$ cat src/rtl/mips_core_pkg.sv
// Shared core types and sizing constants for the MIPS out-of-order core.
// The reorder buffer entry format and its default geometry live here.
package mips_core_pkg;

    localparam int DATA_WIDTH     = 32;
    localparam int ROB_DEPTH      = 8;
    localparam int ROB_DEPTH_BITS = $clog2(ROB_DEPTH);
    localparam int ROB_WB_PORTS   = 2;

    typedef struct packed {
        logic                  ready;
        logic [4:0]            dest_reg;
        logic [DATA_WIDTH-1:0] value;
        logic [31:0]           pc;
    } rob_entry;

endpackage

$ cat src/rtl/rob_age_compare.sv
// Decides whether a tag is strictly younger than a reference tag, with age
// measured as distance from the current head of the circular buffer.
module rob_age_compare #(
    parameter int DEPTH_BITS = 3
) (
    input  logic [DEPTH_BITS-1:0] head,
    input  logic [DEPTH_BITS-1:0] tag,
    input  logic [DEPTH_BITS-1:0] ref_tag,
    output logic                  younger
);

    logic [DEPTH_BITS-1:0] tag_age_s;
    logic [DEPTH_BITS-1:0] ref_age_s;

    // Modulo distances from head make wrapped pointers compare correctly
    always_comb begin
        tag_age_s = tag - head;
        ref_age_s = ref_tag - head;
        younger   = (tag_age_s > ref_age_s);
    end

endmodule

$ cat src/rtl/reorder_buffer.sv
// Circular reorder buffer: in-order allocate and commit, out-of-order
// multi-channel writeback, plus full and partial (younger-than-tag) flush.
module reorder_buffer
    import mips_core_pkg::*;
#(
    parameter int DEPTH      = ROB_DEPTH,
    parameter int DEPTH_BITS = $clog2(DEPTH),
    parameter int N_WB       = ROB_WB_PORTS
) (
    input  logic                         clk,
    input  logic                         rst_n,
    input  logic                         alloc_valid,
    input  rob_entry                     alloc_entry,
    output logic                         alloc_ready,
    output logic [DEPTH_BITS-1:0]        alloc_tag,
    input  logic [N_WB-1:0]              wb_valid,
    input  logic [N_WB*DEPTH_BITS-1:0]   wb_tag,
    input  logic [N_WB*DATA_WIDTH-1:0]   wb_value,
    output logic                         commit_valid,
    input  logic                         commit_ready,
    output rob_entry                     commit_entry,
    output logic [DEPTH_BITS-1:0]        commit_tag,
    input  logic                         flush_all,
    input  logic                         flush_younger,
    input  logic [DEPTH_BITS-1:0]        flush_tag,
    output logic [DEPTH_BITS:0]          count,
    output logic                         empty
);

    localparam logic [DEPTH_BITS:0] FULL_COUNT = (DEPTH_BITS+1)'(DEPTH);

    logic [DEPTH_BITS-1:0] head_r;
    logic [DEPTH_BITS-1:0] tail_r;
    logic [DEPTH_BITS:0]   count_r;
    rob_entry              mem_r   [DEPTH];
    logic                  valid_r [DEPTH];

    logic [DEPTH-1:0]      younger_s;
    logic                  flush_young_s;
    logic                  commit_fire_s;
    logic                  alloc_fire_s;
    logic [DEPTH_BITS-1:0] flush_off_s;
    logic [DEPTH_BITS:0]   count_nxt_s;
    logic [DEPTH_BITS-1:0] wb_tag_s [N_WB];
    logic [DATA_WIDTH-1:0] wb_val_s [N_WB];

    for (genvar g = 0; g < DEPTH; g++) begin : g_age
        rob_age_compare #(.DEPTH_BITS(DEPTH_BITS)) u_age (
            .head    (head_r),
            .tag     (DEPTH_BITS'(g)),
            .ref_tag (flush_tag),
            .younger (younger_s[g])
        );
    end

    // Output view of the state, fire qualification and next occupancy
    always_comb begin
        alloc_ready   = (count_r != FULL_COUNT);
        alloc_tag     = tail_r;
        commit_tag    = head_r;
        commit_entry  = mem_r[head_r];
        commit_valid  = valid_r[head_r] & mem_r[head_r].ready;
        count         = count_r;
        empty         = (count_r == (DEPTH_BITS+1)'(0));
        flush_young_s = flush_younger & valid_r[flush_tag] & ~flush_all;
        commit_fire_s = commit_valid & commit_ready & ~flush_all;
        alloc_fire_s  = alloc_valid & alloc_ready & ~flush_all & ~flush_young_s;
        flush_off_s   = flush_tag - head_r;
        // A younger flush keeps head..flush_tag inclusive, so occupancy is distance+1
        if (flush_young_s) begin
            count_nxt_s = {1'b0, flush_off_s} + (DEPTH_BITS+1)'(1)
                        - {{DEPTH_BITS{1'b0}}, commit_fire_s};
        end else begin
            count_nxt_s = count_r + {{DEPTH_BITS{1'b0}}, alloc_fire_s}
                        - {{DEPTH_BITS{1'b0}}, commit_fire_s};
        end
        for (int i = 0; i < N_WB; i++) begin
            wb_tag_s[i] = wb_tag[i*DEPTH_BITS +: DEPTH_BITS];
            wb_val_s[i] = wb_value[i*DATA_WIDTH +: DATA_WIDTH];
        end
    end

    // Buffer state: later statements override earlier ones for the same slot
    always_ff @(posedge clk or negedge rst_n) begin
        if (!rst_n) begin
            head_r  <= '0;
            tail_r  <= '0;
            count_r <= '0;
            for (int i = 0; i < DEPTH; i++) begin
                mem_r[i]   <= '0;
                valid_r[i] <= 1'b0;
            end
        end else if (flush_all) begin
            head_r  <= '0;
            tail_r  <= '0;
            count_r <= '0;
            for (int i = 0; i < DEPTH; i++) begin
                valid_r[i] <= 1'b0;
            end
        end else begin
            // Ascending channel order lets the highest index win a tag conflict
            for (int i = 0; i < N_WB; i++) begin
                if (wb_valid[i] && valid_r[wb_tag_s[i]]) begin
                    mem_r[wb_tag_s[i]].value <= wb_val_s[i];
                    mem_r[wb_tag_s[i]].ready <= 1'b1;
                end
            end
            if (commit_fire_s) begin
                valid_r[head_r] <= 1'b0;
                head_r          <= head_r + DEPTH_BITS'(1);
            end
            if (flush_young_s) begin
                for (int i = 0; i < DEPTH; i++) begin
                    if (younger_s[i]) begin
                        valid_r[i] <= 1'b0;
                    end
                end
                tail_r <= flush_tag + DEPTH_BITS'(1);
            end
            if (alloc_fire_s) begin
                mem_r[tail_r]   <= alloc_entry;
                valid_r[tail_r] <= 1'b1;
                tail_r          <= tail_r + DEPTH_BITS'(1);
            end
            count_r <= count_nxt_s;
        end
    end

endmodule
$ cat config.mk
export PLATFORM = sky130hd
export DESIGN_NAME = reorder_buffer
export DESIGN_NICKNAME = d
export VERILOG_FILES = /design/src/rtl/mips_core_pkg.sv /design/src/rtl/rob_age_compare.sv /design/src/rtl/reorder_buffer.sv
export SDC_FILE = /design/constraint.sdc
export NUM_CORES = 2
export LEC_CHECK = 0
export BUFFER_PORTS_ARGS = -buffer_cell sky130_fd_sc_hd__clkbuf_2
export CORE_UTILIZATION = 45
export DETAILED_ROUTE_END_ITERATION = 8
export PLACE_DENSITY = 0.69
export SYNTH_ARGS = -nofsm -noshare
export SYNTH_HDL_FRONTEND = slang
export SYNTH_SLANG_ARGS = --single-unit
export TNS_END_PERCENT = 10
$ cat constraint.sdc
create_clock -name clk -period 8.4 [get_ports clk]
set_input_delay 0.42 -clock clk [delete_from_list [all_inputs] [get_ports clk]]
set_output_delay 0.42 -clock clk [all_outputs]
set_load 0.005 [all_outputs]
==> impl_metrics.json <==
{
  "outcome": "finished, final reports clean",
  "critPathCaptureType": "output pin",
  "reg2reg_from": "commit_tag[1]$_DFFE_PN0P_",
  "worstPathArrival_ns": 3.95,
  "max_stage_delay_ns": 0.82,
  "cp.depth": 6,
  "syn_inst": 3612,
  "antenna_found_initial": 25,
  "crit_path_cell_trace": "buf_12 > buf_4 > mux4_2 > nand2_1 > nand2_1 > clkbuf_2",
  "critical_path.endpoint": "commit_entry[62]",
  "core_area_um2": 74700,
  "hpwl_um": 59700,
  "vias": 28700,
  "grt_usage_pct": 28.7,
  "async_reset_ff_share_pct": 100,
  "routed_wl_um": 111000,
  "startpoint_type": "register",
  "p_leak_nw": 18.8,
  "drt_iter0_drc": 3452,
  "worstSkewPairLatency_ns": 0.66,
  "rsz0062_at_grt": "no",
  "tritoncts": "built",
  "ios": 234,
  "synth_fp_nets": 3789,
  "syn2layout_area_growth_pct": 11.3,
  "dpl-instance-area_um2": 35400,
  "post-place-ws_ns": 4.20,
  "place_inst": 4470,
  "finalHoldViolCount": 0,
  "grt_pass1_vias": 28000,
  "die-area_um2": 76800,
  "ys_types": 61,
  "relSlewSlack_pct": 23.5,
  "port_buffers": 233,
  "ant_nets": 0,
  "worst_path_max_delay_cell": "dfrtp_4",
  "r2r-end": "count[3]$_DFF_PN0_",
  "fin_area_um2": 37900,
  "whs_ns": 0.0741,
  "grt_max_degree": 171,
  "yosys_warnings": 0,
  "period_needed_ns": 4.37,
  "fin_ws_ns": 4.03,
  "period_share_pct": 52.0,
  "finalPower_mw": 10.6,
  "timing_max_transition_violations_final": 0,
  "final-setup-viol-count": 0,
  "min_path_type": "in2reg",
  "tns_ns": 0,
  "die_h_um": 277,
  "cts_setup_buffers": 0,
  "worstSetupStartpoint": "commit_tag[0]$_DFFE_PN0P_",
  "avgSynthCellArea_um2": 9.43,
  "cpLargestDelayFamily": "buffers and inverters",
  "stdcell_count": 4609,
  "grt_remaining_overflow": 0,
  "cts_made_buffers": 69,
  "cap_violations": 0,
  "drc": 0,
  "worst_pin_slew_ns": 1.15,
  "synth-seq-area-share_pct": 42.5,
  "avgViaCountPerCell": 6.23,
  "rows": 100,
  "grt_pass1_wl_um": 172000,
  "drt_pass1_iterations": 6,
  "path_buf_inv": 3,
  "nNetsFinal": 3750,
  "syn-cell-area_um2": 34100,
  "initial_utilization_pct": 45.6,
  "root_buffer": "clkbuf_16",
  "synth_area_leader_cell": "dfrtp_1",
  "powerDensity_nw_per_um2": 278,
  "rr_worst_depth": 12,
  "cp_data_required_time_ns": 7.98,
  "gp_congestion": 0.829,
  "seq_area_um2": 14500,
  "cp_max_fo": 93,
  "drive_above_1_share_pct": 18.6,
  "fillCellCount": 6640,
  "critPathKind": "reg2out",
  "clockBufferDepth": 3,
  "htreeDepth": 3,
  "reg2reg_slack_ns": 4.23,
  "wire_per_inst_um": 24.1,
  "synth_top_area_share_pct": 42.5,
  "netlist_top_cells_area": "dfrtp_1 (42%), nand2_1 (12%), mux4_2 (9.4%), mux2i_1 (7.6%), a22oi_1 (3.9%)",
  "cp_common_cell": "nand2_1",
  "skew_ns": 0.0412,
  "multiInputGateArea_um2": 18000,
  "fmax_mhz": 229,
  "synth_edf_count": 0,
  "ys.flop_type": "dfrtp_1",
  "clk_transition_reported_paths_ns": 0.06,
  "fin_util_pct": 50.8,
  "ys_ff_latch": 578,
  "irDropWorstVdd_v": 0.000162,
  "cts_sinks": 578,
  "fp.dieW_um": 277
}
==> cells in the final DEF (no fill, tap or decap), types with 51 or more instances in the layout <==
| cell | instances |
|---|---|
| nor2_1 | 187 |
| mux2_2 | 100 |
| a221o_1 | 64 |
| clkbuf_2 | 231 |
| a22oi_1 | 179 |
| o21ai_0 | 178 |
| clkbuf_16 | 69 |
| mux2i_1 | 257 |
| mux4_2 | 142 |
| buf_4 | 51 |
| a211o_1 | 96 |
| dfrtp_1 | 575 |
| a2111oi_0 | 74 |
| nand2_1 | 1123 |
==> cell usage after synthesis (all sizes together), types with 6 or more instances <==
cell type	n
a21oi	17
a2111oi	74
a211o	96
nand2	1124
and3	10
ha	24
nor2	187
dfrtp	578
a31oi	9
a221o	64
mux2i	257
nor3b	6
a2bb2oi	9
inv	28
mux4	142
nand3b	7
nand3	8
clkbuf	199
nor2b	7
mux2	100
o21ai	193
and2	7
buf	199
xnor2	10
nand4	7
a22oi	179
==> registers in the layout, summed over array words and instances, names as in the netlist <==
| register | flops |
|---|---|
| commit_tag | 3 |
| alloc_tag | 3 |
| valid_r | 8 |
| mem_r | 560 |
| count | 4 |
==> metal layers <==
metal	part of all wire [%]	global-route usage (%)
met5	0.13	0
met4	2.7	9.64
met3	9.1	5.74
met2	45	43.7
met1	43	40.9
==> repair_timing <==
item / in CTS / in global routing
hold buffers: 1 / 0
resized for setup: 0 / 0
hold endpoints to repair: 66 / 0
==> worst min-delay path, stage by stage <==
cell and delay, ns:
clkbuf_2 0.15, nand2_1 0.08, nand2_1 0.05
==> how the worst min path moves through the flow <==
| stage | startpoint | to | slack [ns] | cells after the start |
|---|---|---|---|---|
| detailed placement | rst_n | mem_r[328]$_DFFE_PN0N_ | 0.44 | 1 |
| global placement | rst_n | mem_r[328]$_DFFE_PN0N_ | 0.44 | 1 |
| global route | alloc_entry[16] | mem_r[156]$_DFFE_PN0P_ | 0.08 | 3 |
| CTS | alloc_entry[21] | mem_r[301]$_DFFE_PN0P_ | 0.04 | 3 |
| finish | alloc_entry[21] | mem_r[301]$_DFFE_PN0P_ | 0.07 | 3 |
| floorplan | rst_n | alloc_tag[0]$_DFFE_PN0P_ | 0.12 | 0 |
==> where the power goes <==
group | leakage (nW) | switching [mW] | total, mW | internal (mW)
Combinational | 9.98 | 1.40 | 2.96 | 1.56
Clock | 1.20 | 1.30 | 3.21 | 1.91
Sequential | 7.68 | 0.646 | 4.38 | 3.74
Total | 18.8 | 3.34 | 10.6 | 7.21
==> logic make-up after synthesis <==
| kind of cell | count (synthesis) | share of synthesized area (%) |
|---|---|---|
| simple gates | 1387 | 15.9 |
| mux | 499 | 20.2 |
| fa+ha+maj | 27 | 1.03 |
| flops | 578 | 42.5 |
| xor+xnor | 12 | 0.309 |
| buf+inv | 426 | 5.28 |
| compound gates | 683 | 14.8 |
==> area by class of cell <==
cell class                      instances  area share (%)
Tap cell                              969            3.20
Clock buffer                          101            5.42
Sequential cell                       578            38.2
Inverter                               28           0.284
Timing Repair Buffer                  288            4.32
Antenna cell                           15          0.0990
Multi-Input combinational cell       2608            47.4
Clock inverter                         22            1.09
Note: power is estimated with default switching activity, not from simulation.
